File: src/rtl/mem_port_arbiter_pkg.sv
// Shared types for the unified memory port arbiter.
// State, size and requester encodings plus the alignment rule.
package mem_port_arbiter_pkg;

  typedef enum logic [1:0] {
    IDLE   = 2'd0,
    BUSY_I = 2'd1,
    BUSY_D = 2'd2,
    ERR    = 2'd3
  } state_t;

  typedef enum logic {
    REQ_I = 1'b0,
    REQ_D = 1'b1
  } req_id_t;

  localparam logic [1:0] SZ_B = 2'b00;
  localparam logic [1:0] SZ_H = 2'b01;
  localparam logic [1:0] SZ_W = 2'b10;

  function automatic logic misaligned(
    input logic [1:0] size,
    input logic [1:0] a
  );
    logic bad;
    case (size)
      SZ_B:    bad = 1'b0;
      SZ_H:    bad = a[0];
      SZ_W:    bad = (a != 2'b00);
      default: bad = 1'b1;
    endcase
    return bad;
  endfunction

endpackage

File: src/rtl/mem_port_arbiter_rr_arb2.sv
// Two-way round-robin picker; on a tie the
// requester not served last wins.
module rr_arb2
  import mem_port_arbiter_pkg::*;
(
  input  logic    req_i,
  input  logic    req_d,
  input  req_id_t last,
  output logic    gnt_i,
  output logic    gnt_d
);

  assign gnt_i = req_i && (!req_d || last == REQ_D);
  assign gnt_d = req_d && (!req_i || last == REQ_I);

endmodule

File: src/rtl/mem_port_arbiter.sv
// Fetch / load-store arbiter in front of one
// single-ported memory, with ack watchdog.
module mem_port_arbiter
  import mem_port_arbiter_pkg::*;
#(
  parameter int AW      = 32,
  parameter int DW      = 32,
  parameter int TIMEOUT = 16
) (
  input  logic          clk,
  input  logic          rst,
  input  logic          if_req,
  input  logic [AW-1:0] if_addr,
  output logic          if_gnt,
  output logic          if_valid,
  output logic [DW-1:0] if_rdata,
  input  logic          d_req,
  input  logic          d_we,
  input  logic [AW-1:0] d_addr,
  input  logic [DW-1:0] d_wdata,
  input  logic [1:0]    d_size,
  output logic          d_gnt,
  output logic          d_valid,
  output logic [DW-1:0] d_rdata,
  output logic          d_err,
  output logic          mem_req,
  output logic          mem_we,
  output logic [AW-1:0] mem_addr,
  output logic [DW-1:0] mem_wdata,
  output logic [1:0]    mem_size,
  input  logic          mem_ack,
  input  logic [DW-1:0] mem_rdata,
  output logic          timeout,
  output logic          busy
);

  localparam int CW = $clog2(TIMEOUT + 1);
  localparam logic [CW-1:0] CNT_LAST = CW'(TIMEOUT - 1);

  state_t        state;
  req_id_t       last;
  logic [CW-1:0] cnt;
  logic          arb_i;
  logic          arb_d;
  logic          d_bad;

  rr_arb2 u_arb (
    .req_i (if_req),
    .req_d (d_req),
    .last  (last),
    .gnt_i (arb_i),
    .gnt_d (arb_d)
  );

  // grants only while idle and out of reset
  assign if_gnt = rst && (state == IDLE) && arb_i;
  assign d_gnt  = rst && (state == IDLE) && arb_d;
  assign d_bad  = misaligned(d_size, d_addr[1:0]);
  assign busy   = (state != IDLE);

  always_ff @(posedge clk or negedge rst) begin
    if (!rst) begin
      state     <= IDLE;
      last      <= REQ_D;
      cnt       <= '0;
      mem_req   <= 1'b0;
      mem_we    <= 1'b0;
      mem_addr  <= '0;
      mem_wdata <= '0;
      mem_size  <= '0;
      if_valid  <= 1'b0;
      if_rdata  <= '0;
      d_valid   <= 1'b0;
      d_rdata   <= '0;
      d_err     <= 1'b0;
      timeout   <= 1'b0;
    end else begin
      if_valid <= 1'b0;
      d_valid  <= 1'b0;
      d_err    <= 1'b0;
      unique case (state)
        IDLE: begin
          if (if_gnt) begin
            mem_req   <= 1'b1;
            mem_we    <= 1'b0;
            mem_addr  <= if_addr;
            mem_wdata <= '0;
            mem_size  <= SZ_W;
            state     <= BUSY_I;
            last      <= REQ_I;
            cnt       <= '0;
          end else if (d_gnt && d_bad) begin
            d_valid <= 1'b1;
            d_err   <= 1'b1;
            last    <= REQ_D;
          end else if (d_gnt) begin
            mem_req   <= 1'b1;
            mem_we    <= d_we;
            mem_addr  <= d_addr;
            mem_wdata <= d_wdata;
            mem_size  <= d_size;
            state     <= BUSY_D;
            last      <= REQ_D;
            cnt       <= '0;
          end
        end
        BUSY_I, BUSY_D: begin
          // an ack on the last allowed cycle still completes
          if (mem_ack) begin
            mem_req <= 1'b0;
            state   <= IDLE;
            if (state == BUSY_I) begin
              if_valid <= 1'b1;
              if_rdata <= mem_rdata;
            end else begin
              d_valid <= 1'b1;
              if (!mem_we) d_rdata <= mem_rdata;
            end
          end else if (cnt == CNT_LAST) begin
            mem_req <= 1'b0;
            state   <= ERR;
            timeout <= 1'b1;
          end else begin
            cnt <= cnt + 1'b1;
          end
        end
        default: ;
      endcase
    end
  end

endmodule

File: config.mk
export PLATFORM = sky130hd
export DESIGN_NAME = mem_port_arbiter
export DESIGN_NICKNAME = d
export VERILOG_FILES = /design/src/rtl/mem_port_arbiter_pkg.sv /design/src/rtl/mem_port_arbiter_rr_arb2.sv /design/src/rtl/mem_port_arbiter.sv
export SDC_FILE = /design/constraint.sdc
export NUM_CORES = 1
export LEC_CHECK = 0
export ABC_AREA = 1
export BUFFER_PORTS_ARGS = -buffer_cell sky130_fd_sc_hd__buf_4
export CAP_MARGIN = 20
export CORE_MARGIN = 4
export CORE_UTILIZATION = 51
export CTS_CLUSTER_DIAMETER = 80
export CTS_CLUSTER_SIZE = 10
export DETAILED_ROUTE_END_ITERATION = 16
export GPL_TIMING_DRIVEN = 0
export PLACE_DENSITY = 0.9
export SKIP_CTS_REPAIR_TIMING = 1
export SYNTH_ARGS = -nofsm -noshare
export SYNTH_HDL_FRONTEND = slang
export SYNTH_SLANG_ARGS = --single-unit
File: constraint.sdc
create_clock -name clk -period 3 [get_ports clk]
set_input_delay 0.45 -clock clk [delete_from_list [all_inputs] [get_ports clk]]
set_output_delay 0.45 -clock clk [all_outputs]
set_load 0.005 [all_outputs]
==> run summary <==
P_leak = 5.13 nW
Commonest non-fill, non-tap cell in the layout = nand2_1
VDD IR max = 0.450 mV
CP peak stage delay = 400 ps
Area grow syn2layout = 45.5%
Later-pin clock latency in the skew report = 410 ps
Crit path arrival time = 2170 ps
Status = finished, final reports clean
Crit path to = if_gnt
Post-synthesis mux area share = 0%
Overflow left after global routing = 0
Die Area = 0.0141 mm^2
Fraction of layout cells with a size suffix above 1 = 35.8%
Io pins = 275
GR Util All Layers = 27.0%
Antenna violations before repair = 0
Max Clock Freq = 381 MHz
DIE WIDTH = 119 um
Antenna Nets Post-Route = 0
CTS tree = done
DR vias/cell = 5.10
WL met3 = 1710 um
Post-Synthesis Cells = 731
H-tree Lvls = 4
DRC = 0
Row cnt = 40
Final wirelength = 19,000 um
Largest net degree at the start of global routing = 77
CP Buf/Inv Count = 5
Pwr dens = 999 mW/mm^2
Worst path top cell family by delay = buffers and inverters
Cell Chain, Critical Path = inv_1 > ha_1 > nand2_2 > inv_2 > nand2_2 > inv_2 > buf_2 > buf_4
CP Capture Type = output port
Worst hold path class = input pin to async pin
TritonCTS Sinks = 144
Final GP Congestion = 0.842
Critical path class = flip-flop to output port
Post-Synth Adder-Cell Area = 1.00%
CP startpoint kind = flip-flop
Post-place setup slack = 521 ps
FF-to-FF path depth = 8
Layout Skew = 9.07 ps
Simple-Gate Fraction of Synth Area = 24.2%
RSZ-0062 raised after global routing = false
Endpoints failing hold = 0
Period minus WS final = 2620 ps
Netlist Area Pre-Place = 0.00625 mm^2
Synthesized Nets = 872
Worst path slowest cell = dfrtp_1
Core area = 0.0120 mm^2
Largest family of logic cells by synthesized area = simple AND/OR/NAND/NOR gates
Max cap viols = 0
Drt pass-1 iters = 5
Ys Warns = 0
Compound-Gate Fraction of Synth Area = 10.5%
Ant diodes = 0
R2R Setup Slk = 860 ps
Setup violations, final = 0
Clock slew at the register clock pins of the worst setup and hold paths = 60 ps
Xor-xnor portion of the synthesized cell area = 0%
Final setup margin = 377 ps
Number of port buffers = 274
WP data required = 2550 ps
Avg Cell Area, Syn = 8.54 um^2
Fin nets = 1,166
First-pass GRT wire length = 30,400 um
Clock buffer depth = 2
TritonCTS Buffers = 17
Yosys cell types = 22
Commonest non-fill, non-tap cells in the layout = nand2_1 (356), buf_4 (273), dfrtp_1 (143), o21ai_0 (57), inv_1 (44)
Worst-Margin Slew = 683 ps
WL met2 = 9620 um
R2R Path End = d_rdata[12]$_DFFE_PN0P_
Tcrit/Tclk final = 87.4%
Clock root buffer = clkbuf_16
Routed len/inst = 16.0 um
Synth Register Bits = 144
Number of stages on the worst setup path = 8
Initial Util = 52.0%
Hpwl dp = 14,200 um
Die height = 119 um
Slew Limit Fails = 0
Hold slack = 55.9 ps
Top Metal Used = met4
DR vias = 6,040
M1 wire length = 7220 um
Vias in the first global route = 6,128
Worst r2r src = state[0]$_DFFE_PN0P_
Sequential share of the synthesized area = 57.7%
1st-iter DRT viols = 393
Slew HR = 54.5%
Crit Path Max Fanout = 10
CP startpoint = state[1]$_DFFE_PN0P_
area by class of cell:
class | instances | area, um^2
plain buffers | 39 | 233
multi-input cells | 500 | 2230
repair buffers | 275 | 2090
flip-flops and latches | 144 | 3600
fillers | 827 | 2930
well taps | 147 | 184
inverters | 48 | 180
clock buffers | 18 | 429
clock inverters | 13 | 138
registers in the layout (all words and copies together), names as in the netlist:
signal,cells
mem_req,1
last,1
d_rdata,32
d_err,1
cnt,5
if_rdata,32
mem_size,2
if_valid,1
mem_we,1
timeout,1
d_valid,1
mem_addr,32
mem_wdata,32
state,2
through the flow:
stage | cells | power (mW) | utilization (%) | TNS (ps) | cell area (um^2)
floorplan | 731 | 4.96 | - | 0 | 6250
global placement | 1152 | 6.86 | 70.7 | -7570 | 8490
detailed placement | 1153 | 7.02 | 70.9 | 0 | 8520
CTS | 1184 | 9.11 | 75.6 | 0 | 9080
global route | 1184 | 9.65 | 75.6 | 0 | 9080
finish | 1184 | 9.07 | 75.6 | 0 | 9080
synthesized netlist by cell type:
master	instances	area (um^2)
clkbuf_1	15	56.3
nand3_1	4	20.0
nand3_2	2	20.0
nor2_1	13	48.8
ha_1	5	62.6
a21oi_1	2	10.0
a21o_1	1	7.51
inv_1	44	165
nand2_2	3	18.8
nor2_4	1	11.3
o21ai_0	57	285
buf_2	15	75.1
dfstp_2	1	26.3
o21ai_2	30	263
inv_2	4	15.0
o21ai_1	16	80.1
or2_1	1	6.26
a31o_2	1	8.76
buf_6	9	101
nand4_1	8	50.1
nand2_1	356	1340
dfrtp_1	143	3580
kinds of logic after synthesis:
group	count (synthesis)
AO/OA/AOI/OAI	107
AND/OR/NAND/NOR	388
adder cells (fa/ha/maj)	5
flip-flops	144
buffers and inverters	87
how the worst min path moves through the flow:
stage          slack, ps                startpoint                         to
2_1_floorplan        150                       rst         cnt[0]$_DFFE_PN0P_
3_3_place_gp         460        cnt[4]$_DFFE_PN0P_         cnt[4]$_DFFE_PN0P_
3_5_place_dp         470  mem_addr[17]$_DFFE_PN0P_   mem_addr[17]$_DFFE_PN0P_
4_1_cts               70                       rst  mem_wdata[29]$_DFFE_PN0P_
5_1_grt               90                       rst  mem_wdata[23]$_DFFE_PN0P_
6_report              60                       rst  mem_wdata[29]$_DFFE_PN0P_
power by group:
part,leakage (nW),total [mW],switching [mW],internal (mW)
sequential,1.81,3.34,0.524,2.81
clock,0.272,2.04,0.824,1.22
combinational,3.05,3.69,1.88,1.81
total,5.13,9.07,3.23,5.85
per-layer routing:
layer  track usage (%)  vias to the layer above
met1              31.6                     2856
met4              9.12                        0
met3              9.23                       38
met2              46.3                      285
li1                  -                     2861
met5                 0                        -
No activity file was read; power rests on OpenSTA's default activity.
